$ cat src/rtl/fft_pkg.sv
`default_nettype none
// ============================================================================
// fft_pkg : shared types and helpers for the FFT address generator
// Rev 1.0 : initial release
// ============================================================================
package fft_pkg;

    localparam int DEF_N_POINTS = 16;

    typedef enum logic [2:0] {
        ST_IDLE    = 3'd0,
        ST_READOUT = 3'd1,
        ST_LOAD    = 3'd2,
        ST_RD_A    = 3'd3,
        ST_RD_B    = 3'd4,
        ST_WAIT_WB = 3'd5,
        ST_WR_A    = 3'd6,
        ST_WR_B    = 3'd7
    } addr_gen_state_t;

    // Reverses the low 'width' bits of value; callers cast the result to their width.
    function automatic logic [31:0] bitrev(input logic [31:0] value, input int width);
        logic [31:0] rev;
        rev = '0;
        for (int i = 0; i < width; i++) begin
            rev[i] = value[width-1-i];
        end
        return rev;
    endfunction

endpackage
`default_nettype wire

$ cat src/rtl/fft_addr_gen_if.sv
`default_nettype none
// ============================================================================
// fft_addr_gen_if : control-FSM <-> address generator bundle
// Rev 1.0 : initial release
// ============================================================================
interface fft_addr_gen_if #(
    parameter int N_POINTS = 16
);
    localparam int ADDR_W = $clog2(N_POINTS);
    localparam int STG_W  = $clog2(ADDR_W);

    logic              start_i;
    logic              en_cnt_samples_i;
    logic              wr_mem_i;
    logic              en_cnt_rd_i;
    logic              read_ram_i;
    logic [ADDR_W-1:0] mem_addr_o;
    logic              mem_we_o;
    logic              wr_sel_o;
    logic [ADDR_W-2:0] tw_addr_o;
    logic [STG_W-1:0]  stage_o;
    logic              end_samples_o;
    logic              end_read_1_o;
    logic              end_read_2_o;
    logic              end_write_1_o;
    logic              end_algo_o;

    modport master (
        output start_i, en_cnt_samples_i, wr_mem_i, en_cnt_rd_i, read_ram_i,
        input  mem_addr_o, mem_we_o, wr_sel_o, tw_addr_o, stage_o,
        input  end_samples_o, end_read_1_o, end_read_2_o, end_write_1_o, end_algo_o
    );

    modport slave (
        input  start_i, en_cnt_samples_i, wr_mem_i, en_cnt_rd_i, read_ram_i,
        output mem_addr_o, mem_we_o, wr_sel_o, tw_addr_o, stage_o,
        output end_samples_o, end_read_1_o, end_read_2_o, end_write_1_o, end_algo_o
    );
endinterface
`default_nettype wire

$ cat src/rtl/fft_bfly_idx.sv
`default_nettype none
// ============================================================================
// fft_bfly_idx : radix-2 DIT butterfly operand and twiddle index (combinational)
// Rev 1.0 : initial release
// ============================================================================
module fft_bfly_idx #(
    parameter int ADDR_W = 4,
    parameter int STG_W  = 2
) (
    input  logic [STG_W-1:0]  stage,
    input  logic [ADDR_W-2:0] bfly,
    output logic [ADDR_W-1:0] addr_a,
    output logic [ADDR_W-1:0] addr_b,
    output logic [ADDR_W-2:0] tw
);
    logic [ADDR_W-1:0] j_ext;
    logic [ADDR_W-1:0] half;
    logic [ADDR_W-1:0] pos;

    // Operand A is j with a zero bit inserted at position 'stage'.
    always_comb begin
        j_ext  = {1'b0, bfly};
        half   = ADDR_W'(1) << stage;
        pos    = j_ext & (half - 1'b1);
        addr_a = ((j_ext >> stage) << (int'(stage) + 1)) | pos;
        addr_b = addr_a + half;
        tw     = (ADDR_W-1)'(pos << (ADDR_W - 1 - int'(stage)));
    end
endmodule
`default_nettype wire

$ cat src/rtl/fft_addr_gen.sv
`default_nettype none
// ============================================================================
// fft_addr_gen : FFT sample/result RAM address and sequence generator
// Build option FFT_ADDR_BITREV_EN: bit-reverse on LOAD instead of READOUT.
// Rev 1.0 : initial release
// ============================================================================
module fft_addr_gen
    import fft_pkg::*;
#(
    parameter int N_POINTS = DEF_N_POINTS
) (
    input  logic          clk_i,
    input  logic          rst_i,
    fft_addr_gen_if.slave bus
);
    localparam int ADDR_W = $clog2(N_POINTS);
    localparam int STG_W  = $clog2(ADDR_W);
    localparam int J_W    = ADDR_W - 1;
    localparam logic [ADDR_W-1:0] N_LAST = '1;
    localparam logic [J_W-1:0]    J_LAST = '1;
    localparam logic [STG_W-1:0]  S_LAST = STG_W'(ADDR_W - 1);

    addr_gen_state_t   state, state_nxt;
    logic [ADDR_W-1:0] n, n_nxt;
    logic [J_W-1:0]    j, j_nxt;
    logic [STG_W-1:0]  s, s_nxt;

    logic [ADDR_W-1:0] addr_nxt;
    logic              we_nxt, sel_nxt;
    logic [J_W-1:0]    tw_nxt;
    logic [STG_W-1:0]  stage_nxt;
    logic              es_nxt, er1_nxt, er2_nxt, ew1_nxt, algo_nxt;

    logic [ADDR_W-1:0] a_addr, b_addr, n_rev, ld_addr, rd_addr;
    logic [J_W-1:0]    tw_idx;
    logic              last_bfly;

    fft_bfly_idx #(
        .ADDR_W (ADDR_W),
        .STG_W  (STG_W)
    ) u_bfly_idx (
        .stage  (s),
        .bfly   (j),
        .addr_a (a_addr),
        .addr_b (b_addr),
        .tw     (tw_idx)
    );

    assign n_rev     = ADDR_W'(bitrev(32'(n), ADDR_W));
    assign last_bfly = (s == S_LAST) && (j == J_LAST);

`ifdef FFT_ADDR_BITREV_EN
    assign ld_addr = n_rev;
    assign rd_addr = n;
`else
    assign ld_addr = n;
    assign rd_addr = n_rev;
`endif

    always_ff @(posedge clk_i or posedge rst_i) begin
        if (rst_i) begin
            state <= ST_IDLE;
            n     <= '0;
            j     <= '0;
            s     <= '0;
        end else begin
            state <= state_nxt;
            n     <= n_nxt;
            j     <= j_nxt;
            s     <= s_nxt;
        end
    end

    // Outputs are computed from the current state and registered, so they
    // trail the state register by one cycle.
    always_comb begin
        state_nxt = state;
        n_nxt     = n;
        j_nxt     = j;
        s_nxt     = s;
        addr_nxt  = '0;
        we_nxt    = 1'b0;
        sel_nxt   = 1'b0;
        tw_nxt    = '0;
        stage_nxt = s;
        es_nxt    = 1'b0;
        er1_nxt   = 1'b0;
        er2_nxt   = 1'b0;
        ew1_nxt   = 1'b0;
        algo_nxt  = 1'b0;

        if (bus.start_i) begin
            state_nxt = ST_LOAD;
            n_nxt     = '0;
            j_nxt     = '0;
            s_nxt     = '0;
            stage_nxt = '0;
        end else begin
            case (state)
                ST_IDLE: begin
                    if (bus.read_ram_i) state_nxt = ST_READOUT;
                end
                ST_READOUT: begin
                    if (bus.read_ram_i) begin
                        addr_nxt = rd_addr;
                        n_nxt    = n + 1'b1;
                    end else begin
                        state_nxt = ST_IDLE;
                        n_nxt     = '0;
                    end
                end
                ST_LOAD: begin
                    if (bus.en_cnt_samples_i && bus.wr_mem_i) begin
                        we_nxt   = 1'b1;
                        addr_nxt = ld_addr;
                        n_nxt    = n + 1'b1;
                        if (n == N_LAST) begin
                            es_nxt    = 1'b1;
                            state_nxt = ST_RD_A;
                        end
                    end
                end
                ST_RD_A: begin
                    addr_nxt  = a_addr;
                    er1_nxt   = 1'b1;
                    tw_nxt    = tw_idx;
                    algo_nxt  = last_bfly;
                    state_nxt = ST_RD_B;
                end
                ST_RD_B: begin
                    addr_nxt  = b_addr;
                    er2_nxt   = 1'b1;
                    tw_nxt    = tw_idx;
                    algo_nxt  = last_bfly;
                    state_nxt = ST_WAIT_WB;
                end
                ST_WAIT_WB: begin
                    tw_nxt   = tw_idx;
                    algo_nxt = last_bfly;
                    if (bus.wr_mem_i && bus.en_cnt_rd_i) state_nxt = ST_WR_A;
                end
                ST_WR_A: begin
                    addr_nxt  = a_addr;
                    we_nxt    = 1'b1;
                    ew1_nxt   = 1'b1;
                    tw_nxt    = tw_idx;
                    algo_nxt  = last_bfly;
                    state_nxt = ST_WR_B;
                end
                ST_WR_B: begin
                    addr_nxt = b_addr;
                    we_nxt   = 1'b1;
                    sel_nxt  = 1'b1;
                    tw_nxt   = tw_idx;
                    algo_nxt = last_bfly;
                    j_nxt    = j + 1'b1;
                    if (last_bfly) begin
                        s_nxt     = '0;
                        state_nxt = ST_IDLE;
                    end else begin
                        if (j == J_LAST) s_nxt = s + 1'b1;
                        state_nxt = ST_RD_A;
                    end
                end
                default: state_nxt = ST_IDLE;
            endcase
        end
    end

    always_ff @(posedge clk_i or posedge rst_i) begin
        if (rst_i) begin
            bus.mem_addr_o    <= '0;
            bus.mem_we_o      <= 1'b0;
            bus.wr_sel_o      <= 1'b0;
            bus.tw_addr_o     <= '0;
            bus.stage_o       <= '0;
            bus.end_samples_o <= 1'b0;
            bus.end_read_1_o  <= 1'b0;
            bus.end_read_2_o  <= 1'b0;
            bus.end_write_1_o <= 1'b0;
            bus.end_algo_o    <= 1'b0;
        end else begin
            bus.mem_addr_o    <= addr_nxt;
            bus.mem_we_o      <= we_nxt;
            bus.wr_sel_o      <= sel_nxt;
            bus.tw_addr_o     <= tw_nxt;
            bus.stage_o       <= stage_nxt;
            bus.end_samples_o <= es_nxt;
            bus.end_read_1_o  <= er1_nxt;
            bus.end_read_2_o  <= er2_nxt;
            bus.end_write_1_o <= ew1_nxt;
            bus.end_algo_o    <= algo_nxt;
        end
    end
endmodule
`default_nettype wire
$ cat src/flat_wrapper.sv
// flat-port wrapper written by rule: the top's interface ports become plain ports
module fft_addr_gen_flat import fft_pkg::*;
#(
    parameter int N_POINTS = DEF_N_POINTS
)
  (clk_i, rst_i, bus_start_i, bus_en_cnt_samples_i, bus_wr_mem_i, bus_en_cnt_rd_i, bus_read_ram_i, bus_mem_addr_o, bus_mem_we_o, bus_wr_sel_o, bus_tw_addr_o, bus_stage_o, bus_end_samples_o, bus_end_read_1_o, bus_end_read_2_o, bus_end_write_1_o, bus_end_algo_o);
  fft_addr_gen_if #(.N_POINTS(N_POINTS)) bus_i ();
  input  logic clk_i;
  input  logic rst_i;
  input wire logic [$bits(bus_i.start_i)-1:0] bus_start_i;
  input wire logic [$bits(bus_i.en_cnt_samples_i)-1:0] bus_en_cnt_samples_i;
  input wire logic [$bits(bus_i.wr_mem_i)-1:0] bus_wr_mem_i;
  input wire logic [$bits(bus_i.en_cnt_rd_i)-1:0] bus_en_cnt_rd_i;
  input wire logic [$bits(bus_i.read_ram_i)-1:0] bus_read_ram_i;
  output wire logic [$bits(bus_i.mem_addr_o)-1:0] bus_mem_addr_o;
  output wire logic [$bits(bus_i.mem_we_o)-1:0] bus_mem_we_o;
  output wire logic [$bits(bus_i.wr_sel_o)-1:0] bus_wr_sel_o;
  output wire logic [$bits(bus_i.tw_addr_o)-1:0] bus_tw_addr_o;
  output wire logic [$bits(bus_i.stage_o)-1:0] bus_stage_o;
  output wire logic [$bits(bus_i.end_samples_o)-1:0] bus_end_samples_o;
  output wire logic [$bits(bus_i.end_read_1_o)-1:0] bus_end_read_1_o;
  output wire logic [$bits(bus_i.end_read_2_o)-1:0] bus_end_read_2_o;
  output wire logic [$bits(bus_i.end_write_1_o)-1:0] bus_end_write_1_o;
  output wire logic [$bits(bus_i.end_algo_o)-1:0] bus_end_algo_o;
  assign bus_i.start_i = bus_start_i;
  assign bus_i.en_cnt_samples_i = bus_en_cnt_samples_i;
  assign bus_i.wr_mem_i = bus_wr_mem_i;
  assign bus_i.en_cnt_rd_i = bus_en_cnt_rd_i;
  assign bus_i.read_ram_i = bus_read_ram_i;
  assign bus_mem_addr_o = bus_i.mem_addr_o;
  assign bus_mem_we_o = bus_i.mem_we_o;
  assign bus_wr_sel_o = bus_i.wr_sel_o;
  assign bus_tw_addr_o = bus_i.tw_addr_o;
  assign bus_stage_o = bus_i.stage_o;
  assign bus_end_samples_o = bus_i.end_samples_o;
  assign bus_end_read_1_o = bus_i.end_read_1_o;
  assign bus_end_read_2_o = bus_i.end_read_2_o;
  assign bus_end_write_1_o = bus_i.end_write_1_o;
  assign bus_end_algo_o = bus_i.end_algo_o;
  fft_addr_gen #(.N_POINTS(N_POINTS)) u_core (.clk_i(clk_i), .rst_i(rst_i), .bus(bus_i));
endmodule
$ cat config.mk
export PLATFORM = sky130hd
export DESIGN_NAME = fft_addr_gen_flat
export DESIGN_NICKNAME = d
export VERILOG_FILES = /design/src/rtl/fft_pkg.sv /design/src/rtl/fft_addr_gen_if.sv /design/src/rtl/fft_bfly_idx.sv /design/src/rtl/fft_addr_gen.sv /design/src/flat_wrapper.sv
export SDC_FILE = /design/constraint.sdc
export NUM_CORES = 1
export LEC_CHECK = 0
export ABC_AREA = 1
export CORE_UTILIZATION = 45
export CTS_CLUSTER_SIZE = 8
export DETAILED_ROUTE_END_ITERATION = 16
export PLACE_DENSITY = 0.67
export SETUP_SLACK_MARGIN = 0.02
export SYNTH_ARGS = -nofsm -noshare
export SYNTH_HDL_FRONTEND = slang
export SYNTH_HIERARCHICAL = 1
export SYNTH_SLANG_ARGS = --single-unit
$ cat constraint.sdc
create_clock -name clk_i -period 2.4 [get_ports clk_i]
set_input_delay 0.24 -clock clk_i [delete_from_list [all_inputs] [get_ports clk_i]]
set_output_delay 0.24 -clock clk_i [all_outputs]
set_load 0.02 [all_outputs]
==> impl_metrics.tcl <==
set metrics [dict create \
    status "finished clean" \
    skew_ns 0.00735 \
    drc_errors 0 \
    track_usage_pct 19.2 \
    wl_um 3620 \
    period_share_pct 93.0 \
    die_w_um 65.7 \
    regToRegSetupSlack_ns 0.17 \
    p_per_area_mw_per_mm2 726 \
    period_minus_slack_ns 2.23 \
    reg2reg_from "u_core/s[0]$_DFFE_PP0P_" \
    cts-hold-fix-buffers 0 \
    p_leak_nw 1.10 \
    clk_latency_ns 0.28 \
    wl_per_cell_um 11.4 \
    criticalPathCategory "register to register" \
    synth_cell_types 30 \
    place.port_buffers 22 \
    route.vias.total 1549 \
    cts_buffer_depth 2 \
    cp.arrival_ns 2.40 \
    endpoint_kind "register" \
    routed_via_density 4.89 \
    core-area_mm2 0.00377 \
    syn2layout_area_growth_pct 19.0 \
    syn_inst 244 \
    maxSlewHeadroom_pct 58.9 \
    yosysSeqAreaShare_pct 38.4 \
    grt_pass1_wl_um 6270 \
    nets 290 \
    ir_worst_vdd_mv 0.414 \
    crit_fanout 6 \
    drt_iter0_drc 57 \
    cts.htree.levels 1 \
    antenna_found_initial 0 \
    hold_violations 0 \
    layout-drive-gt1-share_pct 10.4 \
    gp_congestion 0.869 \
    yosysWarnings 6 \
    cp.required_ns 2.57 \
    io_pins 23 \
    dp_cells 313 \
    cp-start-kind "register" \
    clk_pin_slew_ns 0.10 \
    hold_path.class "input pin to asynchronous set/reset pin" \
    overflow 0 \
    first_pass_iters 4 \
    avgSynthCellArea_um2 7.48 \
    nFillCells 358 \
    finalMaxSlewViolations 0 \
    dp_hpwl_um 2820 \
    die_area_mm2 0.00432 \
    synth_nets 264 \
    cts_sinks 28 \
    rsz0062_at_grt "false" \
    synth_seq_cells 28 \
    cts_resized 0 \
    setup_violations 0 \
    grt_pass1_vias 1401 \
    post_cts_buffers 0 \
    clockRootBuffer "clkbuf_8" \
    syn_area_mm2 0.00183 \
    cap_violations 0 \
    postRouteAntennaNets 0 \
    fmax_mhz 448 \
    cts_buffers 3 \
    cts_tree "done" \
    final_cells 317 \
    tightestPinTransition_ns 0.611 \
    die_h_um 65.7 \
    rows 22 \
    setup_tns_ns 0 \
    reg2reg_depth 10 \
    antenna_cells 0 \
    grt_max_degree 29 \
    reg2reg_to "u_core/bus.mem_addr_o[1]$_DFF_PP0_" \
    initial_utilization_pct 48.4 \
]
[layout by cell type, fill, tap and decap left out, drive strengths merged]
cell           instances
xor2                   1
o21ai                 13
clkdlybuf4s50         22
a21oi                  6
nand4                  3
nor3                   3
dfrtp                 28
xnor2                  1
ha                    12
o22ai                  2
nand3                 23
buf                    4
nor2                  36
clkbuf                 3
fa                     1
nand2                 79
bufinv                 1
inv                   28
a21boi                 1
o21bai                 1
o31ai                  1
[power by group]
| group | switching [mW] | internal, mW |
|---|---|---|
| registers | 0.106 | 0.532 |
| clock network | 0.146 | 0.223 |
| logic | 0.361 | 0.208 |
| total | 0.613 | 0.964 |
[cell families (layout without fill, tap and decap cells)]
| logic type | after synthesis | count (layout) | share of synthesized area [%] |
|---|---|---|---|
| flops | 28 | 28 | 38.4 |
| fa+ha+maj | 13 | 13 | 9.32 |
| buf+inv | 33 | 58 | 8.02 |
| compound gates | 24 | 24 | 7.95 |
| xor+xnor | 2 | 2 | 0.960 |
| simple gates | 144 | 144 | 35.4 |
[stage by stage]
step	utilization (%)	cell area, µm²	worst slack, ns	hold WS (ns)	total power, mW
finish	57.6	2170	0.169	0.325	1.58
global route	57.6	2170	0.0450	0.399	1.71
CTS	57.6	2170	0.150	0.329	1.60
detailed placement	55.7	2100	0.158	0.531	1.22
global placement	55.7	2100	0.157	0.558	1.22
floorplan	-	1830	0.227	0.305	1.10
[worst max-delay path, stage by stage, from the launching register on]
cell and delay, ns:
dfrtp_2 0.45, ha_1 0.24, inv_1 0.15, nand2_1 0.07, o31ai_1 0.33, ha_1 0.26
fa_1 0.41, nand2_1 0.07, nand2_1 0.04, nor2_1 0.07, nor2_1 0.04
[layer usage]
layer / track usage [%] / part of all wire (%)
met3: 1.56 / 2.0
met5: 0 / 0
met1: 25.6 / 49
met2: 31.8 / 47
met4: 7.88 / 1.9
[synthesized netlist by cell type (all sizes together)]
cell type / count / area, µm²
nor2: 36 / 145
nand2: 79 / 324
nand3: 23 / 143
o31ai: 1 / 7.51
nor3: 3 / 15.0
fa: 1 / 20.0
o22ai: 2 / 12.5
a21boi: 1 / 7.51
dfrtp: 28 / 701
o21ai: 13 / 68.8
ha: 12 / 150
o21bai: 1 / 7.51
xor2: 1 / 8.76
a21oi: 6 / 41.3
buf: 5 / 36.3
inv: 28 / 110
nand4: 3 / 18.8
xnor2: 1 / 8.76
[cell type report]
type	instances	area [µm²]	area share, %
clock buffer	3	41.3	1.90
clock inverter	1	30.0	1.38
inverter	28	110	5.07
multi-input combinational	183	978	45.0
sequential	28	702	32.3
tap	48	60.1	2.76
timing repair buffer	26	250	11.5
[how the worst max path moves through the flow]
stage	start	end	slack [ns]	cells past startpoint
after detailed placement	u_core/s[0]$_DFFE_PP0P_	u_core/bus.mem_addr_o[1]$_DFF_PP0_	0.16	9
after floorplan	u_core/s[0]$_DFFE_PP0P_	u_core/bus.mem_addr_o[1]$_DFF_PP0_	0.23	9
after CTS	u_core/s[0]$_DFFE_PP0P_	u_core/bus.mem_addr_o[1]$_DFF_PP0_	0.15	9
after global routing	u_core/s[0]$_DFFE_PP0P_	u_core/bus.mem_addr_o[1]$_DFF_PP0_	0.04	10
final	u_core/s[0]$_DFFE_PP0P_	u_core/bus.mem_addr_o[1]$_DFF_PP0_	0.17	10
after global placement	u_core/s[0]$_DFFE_PP0P_	u_core/bus.mem_addr_o[1]$_DFF_PP0_	0.16	9
[state kept, by name, summed over array words and instances, names as in the netlist, 2 cells and up]
signal	flops
u_core/bus.mem_addr_o	4
u_core/ld_addr	4
u_core/bus.tw_addr_o	3
u_core/j	3
u_core/state	3
u_core/bus.stage_o	2
u_core/s	2
Power figures use the tool's default switching activity.
